$ cat src/rtl/gpio_pkg.sv
// gpio_pkg: shared definitions for the GPIO bank.
//   - Register offsets (word-indexed) of the bank's register map.
//   - Access-size encodings used by the CPU load/store path.
//   - lane_mask(): byte-lane write mask for a given access size.
package gpio_pkg;

    localparam int GPIO_OUT     = 0;
    localparam int GPIO_DIR     = 1;
    localparam int GPIO_IN      = 2;
    localparam int GPIO_RISE_EN = 3;
    localparam int GPIO_FALL_EN = 4;
    localparam int GPIO_STAT    = 5;
    localparam int GPIO_IRQ_EN  = 6;

    typedef enum logic [1:0] {
        SZ_B = 2'b00,
        SZ_H = 2'b01,
        SZ_W = 2'b10,
        SZ_D = 2'b11
    } size_e;

    // Bits a write of the given size is allowed to touch (64-bit bus max).
    function automatic logic [63:0] lane_mask(input logic [1:0] size);
        case (size)
            SZ_B:    return 64'h0000_0000_0000_00FF;
            SZ_H:    return 64'h0000_0000_0000_FFFF;
            SZ_W:    return 64'h0000_0000_FFFF_FFFF;
            default: return 64'hFFFF_FFFF_FFFF_FFFF;
        endcase
    endfunction

endpackage

$ cat src/rtl/gpio_bank_if.sv
// gpio_bank_if: CPU-side peripheral bus of the GPIO bank.
//   cs/rd/wr  chip select and strobes (master -> slave)
//   addr      word register index
//   size      access size (byte/half/word/double)
//   wdata     write data
//   rdata     registered read data (slave -> master)
//   rd_valid  one-cycle pulse, rdata valid while high
interface gpio_bank_if
    import gpio_pkg::*;
#(
    parameter int DATA_W = 64,
    parameter int ADDR_W = 3
) ();
    logic              cs;
    logic              rd;
    logic              wr;
    logic [ADDR_W-1:0] addr;
    logic [1:0]        size;
    logic [DATA_W-1:0] wdata;
    logic [DATA_W-1:0] rdata;
    logic              rd_valid;

    modport master (
        output cs, rd, wr, addr, size, wdata,
        input  rdata, rd_valid
    );

    modport slave (
        input  cs, rd, wr, addr, size, wdata,
        output rdata, rd_valid
    );
endinterface

$ cat src/rtl/gpio_sync_edge.sv
// gpio_sync_edge: input synchroniser and edge detector for the GPIO bank.
//   clock, reset      system clock, async active-low reset
//   pin_in            raw asynchronous pad inputs
//   rise_en, fall_en  per-channel edge enables
//   sync              pin_in after SYNC_STAGES flops
//   rise, fall        enabled edge strobes (combinational from sync/prev)
module gpio_sync_edge
    import gpio_pkg::*;
#(
    parameter int N_CH        = 13,
    parameter int SYNC_STAGES = 2
) (
    input  logic            clock,
    input  logic            reset,
    input  logic [N_CH-1:0] pin_in,
    input  logic [N_CH-1:0] rise_en,
    input  logic [N_CH-1:0] fall_en,
    output logic [N_CH-1:0] sync,
    output logic [N_CH-1:0] rise,
    output logic [N_CH-1:0] fall
);
    logic [N_CH-1:0] prev_reg;

    genvar gi;
    generate
        for (gi = 0; gi < SYNC_STAGES; gi++) begin : g_stage
            logic [N_CH-1:0] q_reg;
            if (gi == 0) begin : g_first
                always_ff @(posedge clock or negedge reset) begin
                    if (!reset) q_reg <= '0;
                    else        q_reg <= pin_in;
                end
            end else begin : g_next
                always_ff @(posedge clock or negedge reset) begin
                    if (!reset) q_reg <= '0;
                    else        q_reg <= g_stage[gi-1].q_reg;
                end
            end
        end
    endgenerate

    assign sync = g_stage[SYNC_STAGES-1].q_reg;

    // prev lags sync by one cycle so a level change shows up as a one-cycle strobe.
    always_ff @(posedge clock or negedge reset) begin
        if (!reset) prev_reg <= '0;
        else        prev_reg <= sync;
    end

    assign rise = sync & ~prev_reg & rise_en;
    assign fall = ~sync & prev_reg & fall_en;

endmodule

$ cat src/rtl/gpio_bank.sv
// gpio_bank: memory-mapped bank of N_CH bidirectional GPIO channels.
//   clock, reset  system clock, async active-low reset
//   bus           CPU peripheral bus (gpio_bank_if slave)
//   pin_in        raw pad inputs
//   pin_out       output data register
//   pin_oe        per-channel output enable (1 = drive)
//   irq           registered level interrupt: IRQ_EN[0] & |EDGE_STAT
module gpio_bank
    import gpio_pkg::*;
#(
    parameter int N_CH        = 13,
    parameter int DATA_W      = 64,
    parameter int ADDR_W      = 3,
    parameter int SYNC_STAGES = 2
) (
    input  logic            clock,
    input  logic            reset,
    gpio_bank_if.slave      bus,
    input  logic [N_CH-1:0] pin_in,
    output logic [N_CH-1:0] pin_out,
    output logic [N_CH-1:0] pin_oe,
    output logic            irq
);
    logic [N_CH-1:0]   out_reg, dir_reg, rise_en_reg, fall_en_reg, stat_reg;
    logic [N_CH-1:0]   out_next, dir_next, rise_en_next, fall_en_next, stat_next;
    logic              irq_en_reg, irq_en_next;
    logic              irq_reg;
    logic [DATA_W-1:0] rdata_reg, rd_mux;
    logic              rd_valid_reg;

    logic [N_CH-1:0]   sync, rise, fall;
    logic [N_CH-1:0]   wr_mask, wr_bits, w1c;
    logic [63:0]       lane;
    logic              write_en, read_en;

    gpio_sync_edge #(
        .N_CH        (N_CH),
        .SYNC_STAGES (SYNC_STAGES)
    ) u_sync_edge (
        .clock   (clock),
        .reset   (reset),
        .pin_in  (pin_in),
        .rise_en (rise_en_reg),
        .fall_en (fall_en_reg),
        .sync    (sync),
        .rise    (rise),
        .fall    (fall)
    );

    // A simultaneous write wins over a read: no read data, no rd_valid.
    assign write_en = bus.cs & bus.wr;
    assign read_en  = bus.cs & bus.rd & ~bus.wr;

    assign lane    = lane_mask(bus.size);
    assign wr_mask = N_CH'(lane);
    assign wr_bits = N_CH'(bus.wdata) & wr_mask;

    always_comb begin
        out_next     = out_reg;
        dir_next     = dir_reg;
        rise_en_next = rise_en_reg;
        fall_en_next = fall_en_reg;
        irq_en_next  = irq_en_reg;
        w1c          = '0;
        if (write_en) begin
            case (int'(bus.addr))
                GPIO_OUT:     out_next     = (out_reg & ~wr_mask) | wr_bits;
                GPIO_DIR:     dir_next     = (dir_reg & ~wr_mask) | wr_bits;
                GPIO_RISE_EN: rise_en_next = (rise_en_reg & ~wr_mask) | wr_bits;
                GPIO_FALL_EN: fall_en_next = (fall_en_reg & ~wr_mask) | wr_bits;
                GPIO_STAT:    w1c          = wr_bits;
                GPIO_IRQ_EN:  irq_en_next  = bus.wdata[0];
                default:      ;
            endcase
        end
        // New edges are OR-ed in after the clear, so a same-cycle set beats W1C.
        stat_next = (stat_reg & ~w1c) | rise | fall;
    end

    always_comb begin
        rd_mux = '0;
        case (int'(bus.addr))
            GPIO_OUT:     rd_mux = DATA_W'(out_reg);
            GPIO_DIR:     rd_mux = DATA_W'(dir_reg);
            GPIO_IN:      rd_mux = DATA_W'(sync);
            GPIO_RISE_EN: rd_mux = DATA_W'(rise_en_reg);
            GPIO_FALL_EN: rd_mux = DATA_W'(fall_en_reg);
            GPIO_STAT:    rd_mux = DATA_W'(stat_reg);
            GPIO_IRQ_EN:  rd_mux = DATA_W'(irq_en_reg);
            default:      rd_mux = '0;
        endcase
    end

    always_ff @(posedge clock or negedge reset) begin
        if (!reset) begin
            out_reg      <= '0;
            dir_reg      <= '0;
            rise_en_reg  <= '0;
            fall_en_reg  <= '0;
            stat_reg     <= '0;
            irq_en_reg   <= 1'b0;
            irq_reg      <= 1'b0;
            rdata_reg    <= '0;
            rd_valid_reg <= 1'b0;
        end else begin
            out_reg      <= out_next;
            dir_reg      <= dir_next;
            rise_en_reg  <= rise_en_next;
            fall_en_reg  <= fall_en_next;
            stat_reg     <= stat_next;
            irq_en_reg   <= irq_en_next;
            irq_reg      <= irq_en_reg & (|stat_reg);
            rd_valid_reg <= read_en;
            if (read_en) rdata_reg <= rd_mux;
        end
    end

    assign pin_out      = out_reg;
    assign pin_oe       = dir_reg;
    assign irq          = irq_reg;
    assign bus.rdata    = rdata_reg;
    assign bus.rd_valid = rd_valid_reg;

endmodule

$ cat src/flat_wrapper.sv
// flat-port wrapper written by rule: the top's interface ports become plain ports
module gpio_bank_flat import gpio_pkg::*;
#(
    parameter int N_CH        = 13,
    parameter int DATA_W      = 64,
    parameter int ADDR_W      = 3,
    parameter int SYNC_STAGES = 2
)
  (clock, reset, pin_in, pin_out, pin_oe, irq, bus_cs, bus_rd, bus_wr, bus_addr, bus_size, bus_wdata, bus_rdata, bus_rd_valid);
  gpio_bank_if #(.DATA_W(DATA_W), .ADDR_W(ADDR_W)) bus_i ();
  input  logic clock;
  input  logic reset;
  input  logic [N_CH-1:0] pin_in;
  output logic [N_CH-1:0] pin_out;
  output logic [N_CH-1:0] pin_oe;
  output logic irq;
  input wire logic [$bits(bus_i.cs)-1:0] bus_cs;
  input wire logic [$bits(bus_i.rd)-1:0] bus_rd;
  input wire logic [$bits(bus_i.wr)-1:0] bus_wr;
  input wire logic [$bits(bus_i.addr)-1:0] bus_addr;
  input wire logic [$bits(bus_i.size)-1:0] bus_size;
  input wire logic [$bits(bus_i.wdata)-1:0] bus_wdata;
  output wire logic [$bits(bus_i.rdata)-1:0] bus_rdata;
  output wire logic [$bits(bus_i.rd_valid)-1:0] bus_rd_valid;
  assign bus_i.cs = bus_cs;
  assign bus_i.rd = bus_rd;
  assign bus_i.wr = bus_wr;
  assign bus_i.addr = bus_addr;
  assign bus_i.size = bus_size;
  assign bus_i.wdata = bus_wdata;
  assign bus_rdata = bus_i.rdata;
  assign bus_rd_valid = bus_i.rd_valid;
  gpio_bank #(.N_CH(N_CH), .DATA_W(DATA_W), .ADDR_W(ADDR_W), .SYNC_STAGES(SYNC_STAGES)) u_core (.clock(clock), .reset(reset), .bus(bus_i), .pin_in(pin_in), .pin_out(pin_out), .pin_oe(pin_oe), .irq(irq));
endmodule
$ cat config.mk
export PLATFORM = sky130hd
export DESIGN_NAME = gpio_bank_flat
export DESIGN_NICKNAME = d
export VERILOG_FILES = /design/src/rtl/gpio_pkg.sv /design/src/rtl/gpio_bank_if.sv /design/src/rtl/gpio_sync_edge.sv /design/src/rtl/gpio_bank.sv /design/src/flat_wrapper.sv
export SDC_FILE = /design/constraint.sdc
export NUM_CORES = 1
export LEC_CHECK = 0
export ABC_AREA = 1
export CAP_MARGIN = 0
export CORE_MARGIN = 2
export CORE_UTILIZATION = 40
export DETAILED_ROUTE_END_ITERATION = 8
export GPL_TIMING_DRIVEN = 0
export PLACE_DENSITY = 0.74
export SLEW_MARGIN = 10
export SYNTH_ARGS = -nofsm -noshare
export SYNTH_HDL_FRONTEND = slang
export SYNTH_HIERARCHICAL = 1
export SYNTH_SLANG_ARGS = --single-unit
$ cat constraint.sdc
create_clock -name clock -period 0.9 [get_ports clock]
set_clock_uncertainty 0.1 [all_clocks]
set_input_delay 0.135 -clock clock [delete_from_list [all_inputs] [get_ports clock]]
set_output_delay 0.135 -clock clock [all_outputs]
set_load 0.1 [all_outputs]
==> results of run 1 <==
==> cell type report <==
class                           instances  area, µm²
Fill cell                             999       4622
Sequential cell                       120       3119
Multi-Input combinational cell        464       2457
Timing Repair Buffer                  146       1912
Buffer                                 81      675.6
Clock buffer                           28      506.7
Tap cell                              180      225.2
Inverter                               35      156.4
Clock inverter                          4      45.04
==> cells by family after synthesis <==
logic type,count (synthesis),synth area share [%]
flops,120,54.02
buf+inv,116,12.51
compound gates,69,6.325
simple gates,342,27.08
other cells,1,0.06746
==> worst paths after layout <==
kind | startpoint | end | slack, ns | cells after the start
max | flop | pin_out[8] | -0.43 | 1
min | reset | u_core/bus.rdata[11] | -0.41 | 1
max reg2reg | flop | u_core/bus.rdata[9] | -0.41 | 7
min reg2reg | u_core/u_sync_edge/g_stage[0].q_reg[4] | u_core/u_sync_edge/sync[4] | 0.24 | 0
max in group asynchronous | reset | u_core/pin_out[7] | 0.39 | 2
min in group clock | bus_wr | u_core/bus.rdata[1] | -0.08 | 4
==> stage by stage <==
stage	instance area, µm²	cells	power, mW	TNS (ns)
floorplan	6083	698	11.94	-11.25
global placement	7059	953	13.41	-736.83
detailed placement	7088	954	13.48	-112.64
CTS	8527	1032	21.31	-22.34
global route	9097	1058	22.76	-26.07
finish	9097	1058	22.00	-23.54
==> what timing repair did <==
item / 4_1_cts / 5_1_grt
gates cloned: 4 / 2
setup buffers: 42 / 24
gates resized for setup: 427 / 96
pin swaps: 34 / 51
setup endpoints to repair: 122 / 118
hold endpoints to repair: 60 / 63
==> where the power goes <==
group,total [mW],leakage [nW],switching [mW],internal (mW)
Sequential,7.27,1.39,0.880,6.39
Clock,6.31,0.272,2.24,4.07
Combinational,8.42,2.63,5.43,3.00
==> layout by cell type, fill, tap and decap left out, drive strengths merged, types with 2 or more instances in the layout <==
cell type,Yosys,layout
buf,73,186
clkbuf,8,40
clkdlybuf4s50,0,27
clkinv,0,4
conb,1,51
dfrtp,120,120
dlygate4sd2,0,2
inv,35,34
nand2,191,191
nand3,31,31
nand4,53,55
nor2,62,62
nor3,2,2
o21ai,67,67
==> routing by layer <==
metal  global-route usage (%)  routed length, µm  up-vias
li1                         -                  -     2483
met1                    31.04               7100     2578
met2                    35.13               8659      387
met3                    6.695               1811       92
met4                    10.56                806        0
met5                        0                  0        -
==> impl_metrics.py, run 1 <==
metrics = {
    "status": {
        "status": "finished, violations left",
        "violations": "hold timing, setup timing",
    },
    "timing": {
        "period_share_pct": 148.0,
        "fin_crit_ns": 1.332,
        "report.final.slew_viol_count": 0,
        "final_hold_viol_count": 63,
        "worst_pin_slew_ns": 0.6155,
        "setup_violations": 97,
        "holdWs_ns": -0.4068,
        "fmax_ghz": 0.7509,
        "rsz0062_at_grt": "true",
        "setup_ws_ns": -0.4318,
        "maxSlewHeadroom_pct": 58.97,
    },
    "logic_synthesis": {
        "ys.flop_type": "dfrtp_1",
        "ys_seq_area_share_pct": 54.02,
        "yosys-top-cells-count": "nand2_1, dfrtp_1, nor2_1",
        "yosys_warnings": 6,
        "ys_ff_latch": 120,
        "synth_most_common_cell": "nand2_1",
        "syn-cell-area_um2": 5559,
        "synth.distinct_cells": 25,
        "synth_enable_flop_cells": 0,
        "synth_top_area_cell": "dfrtp_1",
        "syn_area_per_cell_um2": 8.579,
        "synthTopCellsByArea": "dfrtp_1, nand2_1, buf_4",
        "yosys.area.top_type_share_pct": 54.02,
        "synth-async-reset-ratio_pct": 100.0,
        "syn-instance-count": 648,
    },
    "pwr": {
        "pwr_density_cell_nw_per_um2": 2419,
        "p_leak_nw": 4.296,
        "ir_worst_vdd_uv": 1353,
    },
    "floorplanning": {
        "die_h_um": 121.9,
        "initial_core_util_pct": 40.52,
        "die_w_um": 121.9,
        "core_area_um2": 13720,
        "rows": 43,
        "dieArea_um2": 14860,
        "io_pins": 179,
    },
    "grt": {
        "antenna_found_initial": 0,
        "grt_usage_pct": 23.25,
        "grt_max_degree": 62,
        "grt_pass1_wl_mm": 25.99,
        "grt_overflow": 0,
        "grt_pass1_vias": 4916,
    },
    "place": {
        "globalplace.congestion": 0.8989,
        "port_buffers": 75,
        "hpwl_mm": 10.22,
        "place_ws_ns": -1.111,
    },
    "critical_path": {
        "cp_max_fo": 2,
        "critPathTopFamily": "flip-flops",
        "cp_data_arrival_time_ns": 1.10,
        "path_cells": "buf_12",
        "cp-end-kind": "output port",
        "cp.required_ns": 0.66,
        "path_buf_inv": 1,
        "cp_slowest_cell": "dfrtp_4",
        "path_class": "reg2out",
        "max_stage_delay_ns": 0.50,
        "critPathLaunchType": "flop",
    },
    "final_layout": {
        "utilization_pct": 66.31,
        "synthToLayoutAreaGrowth_pct": 63.65,
        "final_nets": 952,
        "diodes": 0,
        "drive_gt1_share_pct": 39.98,
    },
    "routing": {
        "post_drt_wl_per_cell_um": 17.37,
        "dr_total_vias": 5540,
        "drc": 0,
        "ant_nets": 0,
        "wl_mm": 18.38,
        "dr.first_iter.drc_count": 695,
        "viasPerCell": 5.236,
        "first_pass_iters": 6,
    },
    "clock_tree": {
        "clkSinkCount": 120,
        "htreeDepth": 4,
        "root_buffer": "clkbuf_16",
        "cts_tree": "done",
        "numCtsBuffers": 17,
        "insertion_delay_ns": 0.42,
        "cts_buffer_depth": 2,
        "path_clk_slew_ns": 0.05,
    },
    "job": {
        "drv_cap": 0,
    },
    "min_path": {
        "hp-class": "in2async",
    },
}
No activity file was read; power rests on OpenSTA's default activity.
==> inputs of run 2 (changes only) <==
--- a/config.mk
+++ b/config.mk
@@ -7,6 +7,7 @@
 export LEC_CHECK = 0
 export ABC_AREA = 1
 export CAP_MARGIN = 0
+export CORE_ASPECT_RATIO = 0.6
 export CORE_MARGIN = 2
 export CORE_UTILIZATION = 40
 export DETAILED_ROUTE_END_ITERATION = 8
==> run 2 against run 1 <==
The flow still finishes with violations (hold timing, setup timing). Largest cell class unchanged. Setup slack about the same. Hold slack lost 0.036 ns. Final cell count is 0.66% lower. Sequential cell count is the same. Via count grew 1.9%. Largest power group unchanged. Register-to-register slack barely moved. Power up 6.6%. First-iteration DRC count rose by 6.8%. Global-route usage up 2.5 points. Fmax barely moved.
==> impl_metrics.py, run 2 (synthesis gave the netlist of run 1 again) <==
metrics = {
    "final_layout": {
        "final_nets": 950,
        "n_fill_cell": 966,
        "seq_area_um2": 3122,
        "multiInputGateArea_um2": 2529,
        "drive_gt1_share_pct": 43.84,
        "diodes": 0,
        "synthToLayoutAreaGrowth_pct": 65.88,
        "final_common_cell": "nand2_1",
        "final_area_um2": 9221,
        "layout_common_cells": "nand2_1, buf_4, dfrtp_1",
    },
    "critical_path": {
        "cp.required_ns": 0.66,
        "cp-end-kind": "output port",
        "path_buf_inv": 1,
        "critPathTopFamily": "flip-flops",
        "cp_slowest_cell": "dfrtp_4",
        "cp_max_fo": 2,
        "path_cells": "buf_12",
        "max_stage_delay_ns": 0.51,
        "reg2reg_from": "u_core/stat_reg[9]",
        "critPathLaunchType": "flop",
        "path_class": "reg2out",
        "cp_data_arrival_time_ns": 1.10,
        "crit_cells": 1,
        "cp-startpoint": "u_core/pin_out[5]",
        "ff2ff_path_depth": 6,
    },
    "clock_tree": {
        "cts_buffer_depth": 2,
        "insertion_delay_ns": 0.41,
        "path_clk_slew_ns": 0.05,
        "root_buffer": "clkbuf_16",
        "cts_tree": "done",
        "htreeDepth": 4,
        "clkSinkCount": 120,
        "numCtsBuffers": 17,
    },
    "pwr": {
        "combPwrFrac_pct": 37.0,
        "internal-power_mw": 14.56,
        "swShare_pct": 37.93,
        "ir_worst_vdd_uv": 1572,
        "pwr_density_cell_nw_per_um2": 2545,
        "seqPwrFrac_pct": 31.3,
        "p_leak_nw": 4.341,
        "p_sw_mw": 8.901,
        "clock_power_share_pct": 31.8,
    },
    "place": {
        "hpwl_mm": 11.38,
        "globalplace.congestion": 0.9336,
        "placed_area_um2": 7082,
        "port_buffers": 75,
    },
    "min_path": {
        "hp-class": "in2async",
    },
    "floorplanning": {
        "rows": 33,
        "dieArea_um2": 14890,
        "io_pins": 179,
        "die_h_um": 95.32,
        "core_area_um2": 13630,
        "initial_core_util_pct": 40.80,
        "die_w_um": 156.2,
    },
    "timing": {
        "setup_violations": 102,
        "rsz0062_at_grt": "true",
        "period_share_pct": 148.0,
        "maxSlewHeadroom_pct": 59.68,
        "final_hold_viol_count": 87,
        "fmax_ghz": 0.7509,
        "report.final.slew_viol_count": 0,
        "worst_pin_slew_ns": 0.6048,
        "setup_ws_ns": -0.4317,
        "fin_crit_ns": 1.332,
        "holdWs_ns": -0.4430,
    },
    "status": {
        "status": "finished, violations left",
        "violations": "hold timing, setup timing",
    },
    "routing": {
        "viasPerCell": 5.370,
        "post_drt_wl_per_cell_um": 18.82,
        "dr.first_iter.drc_count": 742,
        "first_pass_iters": 6,
        "drc": 0,
        "dr_total_vias": 5644,
        "wl_mm": 19.78,
        "ant_nets": 0,
    },
    "grt": {
        "grt_overflow": 0,
        "grt_usage_pct": 25.79,
        "grt_max_degree": 71,
        "grt_pass1_vias": 5191,
        "antenna_found_initial": 0,
        "grt_pass1_wl_mm": 28.35,
    },
    "job": {
        "drv_cap": 0,
    },
}
run 2: path summary, 6_finish.rpt:
kind                                                    to  slack, ns
min in group clock                     u_core/bus.rdata[2]      -0.02
worst min register to register  u_core/u_sync_edge/sync[9]       0.24
max in group asynchronous                 u_core/pin_oe[7]       0.40
worst max register to register         u_core/bus.rdata[9]      -0.42
worst min-delay path                   u_core/bus.rdata[0]      -0.44
worst max-delay path                            pin_out[5]      -0.43
run 2: cell type report:
| type | instances | area share [%] |
|---|---|---|
| Buffer | 81 | 7.368 |
| Clock buffer | 23 | 5.075 |
| Clock inverter | 9 | 1.845 |
| Inverter | 35 | 1.642 |
| Multi-Input combinational cell | 464 | 27.42 |
| Sequential cell | 120 | 33.85 |
| Tap cell | 175 | 2.374 |
| Timing Repair Buffer | 144 | 20.42 |
run 2: power by group through the flow:
stage / clock, mW / combinational (mW) / sequential [mW]
2_1_floorplan: 0 / 2.27 / 9.67
4_1_cts: 7.47 / 8.07 / 7.24
5_1_grt: 7.76 / 8.99 / 7.41
3_3_place_gp: 0 / 6.28 / 7.20
6_report: 7.45 / 8.68 / 7.33
3_5_place_dp: 0 / 6.37 / 7.20
run 2: routing by layer:
| metal | GRT usage (%) | vias to the layer above | share of wire [%] | wire length, µm |
|---|---|---|---|---|
| met5 | 0 | - | 0 | 0 |
| met4 | 8.639 | 0 | 2.9 | 583 |
| met3 | 8.318 | 83 | 13 | 2536 |
| met2 | 38.13 | 412 | 44 | 8647 |
| met1 | 36.02 | 2679 | 40 | 8008 |
| li1 | - | 2470 | - | - |
run 2: stage by stage:
| step | setup TNS [ns] | worst slack [ns] | util (%) | std cells | power, mW |
|---|---|---|---|---|---|
| 6_report | -24.04 | -0.4317 | 67.68 | 1051 | 23.47 |
| 5_1_grt | -26.37 | -0.4622 | 67.68 | 1051 | 24.15 |
| 4_1_cts | -22.85 | -0.4426 | 64.34 | 1037 | 22.79 |
| 3_5_place_dp | -113.17 | -1.226 | 51.97 | 949 | 13.57 |
| 3_3_place_gp | -735.96 | -5.819 | 51.76 | 948 | 13.48 |
| 2_1_floorplan | -11.25 | -0.3028 | - | 698 | 11.94 |
run 2: repair_timing:
item                                   4_1_cts  5_1_grt
pin swaps                                   39       54
buffers inserted                            52       15
resized for setup                          460      101
cloned                                       4        1
endpoints found under the hold margin       55       53
setup endpoints to repair                  122      106
run 2: worst reg2reg max path: cells and delay by family, from the launching register on:
family / cells / cell delay, ns
and+or+nand+nor: 6 / 0.70
DFF: 1 / 0.41
